$ cat src/rtl/ssad_pkg.sv
// Shared types and width helpers for the signed SAD accumulator slice.
package ssad_pkg;

  typedef enum logic [1:0] {
    IDLE = 2'd0,
    ACC  = 2'd1,
    DONE = 2'd2
  } ssad_state_e;

  function automatic int ssad_clog2(input int v);
    int r;
    int x;
    r = 0;
    x = v - 1;
    while (x > 0) begin
      r++;
      x = x >> 1;
    end
    return r;
  endfunction

endpackage

$ cat src/rtl/sabs_unit.sv
// Combinational signed absolute value; magnitude is exact for the most negative input.
module sabs_unit #(
  parameter int DATAWIDTH = 8
) (
  input  logic [DATAWIDTH-1:0] diff_i,
  output logic [DATAWIDTH-1:0] mag_o,
  output logic                 neg_o
);

  assign neg_o = diff_i[DATAWIDTH-1];
  // Unsigned negate: -(-2^(N-1)) lands on 2^(N-1), which fits N unsigned bits.
  assign mag_o = neg_o ? (~diff_i + 1'b1) : diff_i;

endmodule

$ cat src/rtl/ssad_accum.sv
// Block SAD accumulator: sums |diff| and counts negatives over COUNT samples, result
// held on a valid/ready output; input stalls (in_ready=0) while a result is pending.
module ssad_accum
  import ssad_pkg::*;
#(
  parameter  int DATAWIDTH = 8,
  parameter  int COUNT     = 16,
  localparam int CNTWIDTH  = ssad_clog2(COUNT + 1),
  localparam int SUMWIDTH  = DATAWIDTH + CNTWIDTH
) (
  input  logic                 Clk,
  input  logic                 Rst,
  input  logic                 flush,
  input  logic [DATAWIDTH-1:0] diff_in,
  input  logic                 in_valid,
  output logic                 in_ready,
  output logic [SUMWIDTH-1:0]  sad_out,
  output logic [CNTWIDTH-1:0]  neg_count,
  output logic                 out_valid,
  input  logic                 out_ready
);

  ssad_state_e         state_q, state_d;
  logic [SUMWIDTH-1:0] acc_q, acc_d;
  logic [CNTWIDTH-1:0] cnt_q, cnt_d;
  logic [CNTWIDTH-1:0] negc_q, negc_d;
  logic [SUMWIDTH-1:0] sad_q, sad_d;
  logic [CNTWIDTH-1:0] nc_q, nc_d;
  logic                ov_q, ov_d;

  logic [DATAWIDTH-1:0] mag;
  logic                 neg;
  logic [SUMWIDTH-1:0]  mag_ext;
  logic [SUMWIDTH-1:0]  acc_sum;
  logic [CNTWIDTH-1:0]  negc_sum;
  logic                 accept;

  sabs_unit #(.DATAWIDTH(DATAWIDTH)) u_abs (
    .diff_i (diff_in),
    .mag_o  (mag),
    .neg_o  (neg)
  );

  assign mag_ext  = SUMWIDTH'(mag);
  assign acc_sum  = acc_q + mag_ext;
  assign negc_sum = negc_q + CNTWIDTH'(neg);
  assign in_ready = (state_q != DONE);
  assign accept   = in_valid & in_ready;

  always_comb begin
    state_d = state_q;
    acc_d   = acc_q;
    cnt_d   = cnt_q;
    negc_d  = negc_q;
    sad_d   = sad_q;
    nc_d    = nc_q;
    ov_d    = ov_q;
    // flush beats every other event, including a same-cycle sample or emit.
    if (flush) begin
      state_d = IDLE;
      acc_d   = '0;
      cnt_d   = '0;
      negc_d  = '0;
      ov_d    = 1'b0;
    end else begin
      unique case (state_q)
        IDLE: begin
          if (accept) begin
            acc_d  = mag_ext;
            negc_d = CNTWIDTH'(neg);
            cnt_d  = CNTWIDTH'(1);
            if (COUNT == 1) begin
              sad_d   = mag_ext;
              nc_d    = CNTWIDTH'(neg);
              ov_d    = 1'b1;
              state_d = DONE;
            end else begin
              state_d = ACC;
            end
          end
        end
        ACC: begin
          if (accept) begin
            acc_d  = acc_sum;
            negc_d = negc_sum;
            cnt_d  = cnt_q + CNTWIDTH'(1);
            if (cnt_q == CNTWIDTH'(COUNT - 1)) begin
              sad_d   = acc_sum;
              nc_d    = negc_sum;
              ov_d    = 1'b1;
              state_d = DONE;
            end
          end
        end
        DONE: begin
          if (out_ready) begin
            ov_d    = 1'b0;
            acc_d   = '0;
            cnt_d   = '0;
            negc_d  = '0;
            state_d = IDLE;
          end
        end
        default: state_d = IDLE;
      endcase
    end
  end

  always_ff @(posedge Clk or posedge Rst) begin
    if (Rst) begin
      state_q <= IDLE;
      acc_q   <= '0;
      cnt_q   <= '0;
      negc_q  <= '0;
      sad_q   <= '0;
      nc_q    <= '0;
      ov_q    <= 1'b0;
    end else begin
      state_q <= state_d;
      acc_q   <= acc_d;
      cnt_q   <= cnt_d;
      negc_q  <= negc_d;
      sad_q   <= sad_d;
      nc_q    <= nc_d;
      ov_q    <= ov_d;
    end
  end

  assign sad_out   = sad_q;
  assign neg_count = nc_q;
  assign out_valid = ov_q;

endmodule

$ cat config.mk
export PLATFORM = sky130hd
export DESIGN_NAME = ssad_accum
export DESIGN_NICKNAME = d
export VERILOG_FILES = /design/src/rtl/ssad_pkg.sv /design/src/rtl/sabs_unit.sv /design/src/rtl/ssad_accum.sv
export SDC_FILE = /design/constraint.sdc
export NUM_CORES = 1
export LEC_CHECK = 0
export CAP_MARGIN = 20
export CORE_ASPECT_RATIO = 1.75
export CORE_UTILIZATION = 50
export DETAILED_ROUTE_END_ITERATION = 16
export PLACE_DENSITY = 0.76
export SLEW_MARGIN = 30
export SYNTH_ARGS = -nofsm -noshare
export SYNTH_HDL_FRONTEND = slang
export SYNTH_HIERARCHICAL = 1
export SYNTH_SLANG_ARGS = --single-unit
export TNS_END_PERCENT = 1
$ cat constraint.sdc
create_clock -name Clk -period 2 [get_ports Clk]
set_clock_uncertainty 0.1 [all_clocks]
set_input_delay 0.4 -clock Clk [delete_from_list [all_inputs] [get_ports Clk]]
set_output_delay 0.4 -clock Clk [all_outputs]
set_load 0.02 [all_outputs]
==> results.md <==
- Post-synth EDFFs: 0
- WP data arrival: 2.70 ns
- #FFs+latches synth: 44
- Simple-gate share of the synthesized area: 0.201
- Post-Syn Area: 2710 um2
- Share of layout cells above drive strength 1: 0.353
- Seq/Total Area, Yosys: 0.407
- Post-DP HPWL: 5.18 mm
- Max frequency: about 0.38 GHz
- Die Area: 5720 um2
- Fraction of synthesized area in multiplexers: 0.00370
- Total grt overflow: 0
- CTS max path bufs: 2
- Global Route Usage Sum: 0.287
- RSZ-0062 raised after global routing: true
- GR Util met3: 0.0299
- Num CTS Buffers: 5
- Largest net degree at the start of global routing: between 40 and 50
- Max-Cap Viols: 0
- CTS sink cnt: 44
- Placed cell areas: 3540 um2
- Critical Path, Cell by Cell: buf_6 -> inv_1 -> ha_4 -> nand2b_1 -> o21ai_1 -> xnor2_1 -> ha_1 -> a21o_1 -> a31oi_4 -> a21oi_1 -> o21ai_2 -> xor2_1 -> o21ai_0
- Post-route cell area: between 3000 and 4000 um2
- IO Pins: 33
- XOR/XNOR Fraction of Synth Area: 0.0518
- Drt first pass iters: 10
- Share of flip-flops with an asynchronous set or reset: 1.00
- First-pass GRT wire length: 12.6 mm
- Most common flop cell mapped by yosys: dfrtp_1
- Core area: 5260 um2
- PwrDens: between 700 and 800 nW/um2
- Slew Viols, Final: 0
- Post-synth top cells: nand2_1, dfrtp_1, o21ai_0, ha_1, nor2_1
- Worst hold path type: in -> async
- CTS tree: yes
- CP Max Fanout: 3
- Endpoints failing hold: 0
- Cell Rows: 35
- CTS clk-pin slew, worst paths: 0.09 ns
- Worst Path Required: 2.09 ns
- Setup CP Type: in -> reg
- Vias: 2,665
- Die Wd: 57.6 um
- Final Setup Violations: 21
- Worst skew pair latency: 0.31 ns
- Post-Synth Adder-Cell Area: 0.0860
- Rel. slew slack: 0.789
- Critical path's slowest cell: ha_1
- Worst Tran Pin Value: between 0.3 and 0.4 ns
- Area growth, synth to finish: 47.0%
- Failing checks: design-rule violations, negative setup slack
- Grt met1 use: 0.297
- Most frequent cell after synthesis: nand2_1
- VDD IR-drop max: between 0.5 and 0.6 mV
- Wire per inst: 18.3 um
- Status: complete, but fails checks
- Dpl cells: roughly 440
- CTS root buf: clkbuf_8
- Setup crit end kind: flip-flop
- PortBufs: 32
- Synth top area share: 0.407
- Final wirelength: 8.30 mm
- Largest delay share family, worst path: compound AO/OA/AOI/OAI gates
- Initial antenna violation count: 0
- Setup WS post-layout: -0.608 ns
- Fin cells: 453
- Synth area leader: dfrtp_1
- # nets final: approximately 430
- Vias/cell: just under 6
- WP buf/inv: 2
- Synth Area in Compound Gates: 0.206
- Distinct cell type count after synthesis: 53
- Mapped Nets: 328
- Startpoint types: primary input
- Routed Antenna Nets: 0
- Gpl congestion: approximately 0.95
- Top cells by area, synth: dfrtp_1, ha_1, nand2_1, o21ai_0, xnor2_1
- Mapped Cells: approximately 300
- Met2 Track Usage GR: 0.538
- Main combinational cell family by area after synthesis: compound AO/OA/AOI/OAI gates
- Final worst-path cycle share: 1.30
- YS warnings: 6
- CP peak stage delay: 0.31 ns
- Synthesized area per cell: 9.12 um2
- Grt peak-use layer: met2
- Die Span Y: 99.3 um
- Initial Util: 0.515
- H-tree lvl count: 2
- Tmin final: roughly 2.6 ns
- Vias in the first global route: between 2,000 and 3,000
- Pleak: 0.00180 uW
- Detailed router's first-iteration violation count: 134
- DRC: 4
timing repair:
item | 4_1_cts | 5_1_grt
setup endpoints to repair | 32 | 33
pin swaps | 24 | 22
buffers inserted | 5 | 3
gates resized for setup | 49 | 32
hold buffers | 0 | 0
hold endpoints to repair | 0 | 0
cloned | 0 | 0
layer usage:
| metal | vias up | wire [um] |
|---|---|---|
| met5 | - | 0 |
| met3 | 41 | 292 |
| met1 | 1298 | 2930 |
| met4 | 0 | 545 |
| li1 | 1245 | - |
| met2 | 81 | 4530 |
cell families after synthesis:
logic type	after synthesis
AND/OR/NAND/NOR	114
multiplexers	1
flip-flops	44
adder cells (fa/ha/maj)	18
AO/OA/AOI/OAI	80
XOR/XNOR	16
buffers and inverters	24
registers in the layout, indices dropped and copies added (netlist names):
register,flops
acc_q,13
sad_out,13
cnt_q,5
neg_count,5
negc_q,5
state_q,2
out_valid,1
power by group:
part           internal, uW  switching (uW)  total [uW]
clock network           248             347         595
logic                   733             765        1500
registers               948            53.8        1000
total                  1930            1170        3090
placed cells by master, fill, tap and decap left out, types with 3 or more instances in the layout:
master,n
clkbuf_8,5
xnor2_2,7
or3_1,3
buf_4,66
and3_1,3
o31ai_1,3
clkdlybuf4s50_1,24
dfrtp_1,44
inv_1,10
a21oi_2,3
o21ai_0,15
ha_1,10
dlygate4sd2_1,4
o21ai_1,10
nor3_1,8
a21o_1,5
a22oi_1,4
a221o_1,5
buf_6,5
ha_4,5
a21oi_1,11
nand3_1,11
nand2_1,47
nor2_1,13
nand2b_1,6
xor2_1,5
o21ai_2,3
layout make-up:
type,instances,area [um2]
Antenna cell,1,2.50
Clock buffer,5,68.8
Clock inverter,3,23.8
Fill cell,351,1270
Inverter,12,45.0
Multi-Input combinational cell,229,1780
Sequential cell,44,1100
Tap cell,55,68.8
Timing Repair Buffer,104,888
final timing paths:
kind / start / endpoint / slack (ns) / depth (start not counted)
worst max-delay path: diff_in[0] / sad_out[9] / -0.61 / 13
worst min register to register: neg_count[0] / neg_count[0] / 0.38 / 2
min in group Clk: neg_count[0] / neg_count[0] / 0.38 / 2
max in group asynchronous: Rst / negc_q[1] / 1.24 / 3
worst max register to register: acc_q[0] / acc_q[12] / -0.45 / 9
worst min-delay path: Rst / neg_count[0] / 0.32 / 3
metrics by stage:
step,setup slack (ns),setup TNS [ns],util,hold WS (ns),total power [uW]
2_1_floorplan,-0.509,-6.73,-,0.347,1630
3_3_place_gp,-1.15,-22.21,0.674,0.360,2150
3_5_place_dp,-1.21,-23.67,0.674,0.362,2180
4_1_cts,-0.540,-7.00,0.728,0.345,2890
5_1_grt,-0.693,-11.39,0.757,0.357,3240
6_report,-0.608,-9.17,0.757,0.325,3090
worst min-delay path, stage by stage:
cell and delay [ns]:
clkdlybuf4s50_1 0.40, clkinv_1 0.07, buf_12 0.24
Power figures use the tool's default switching activity.
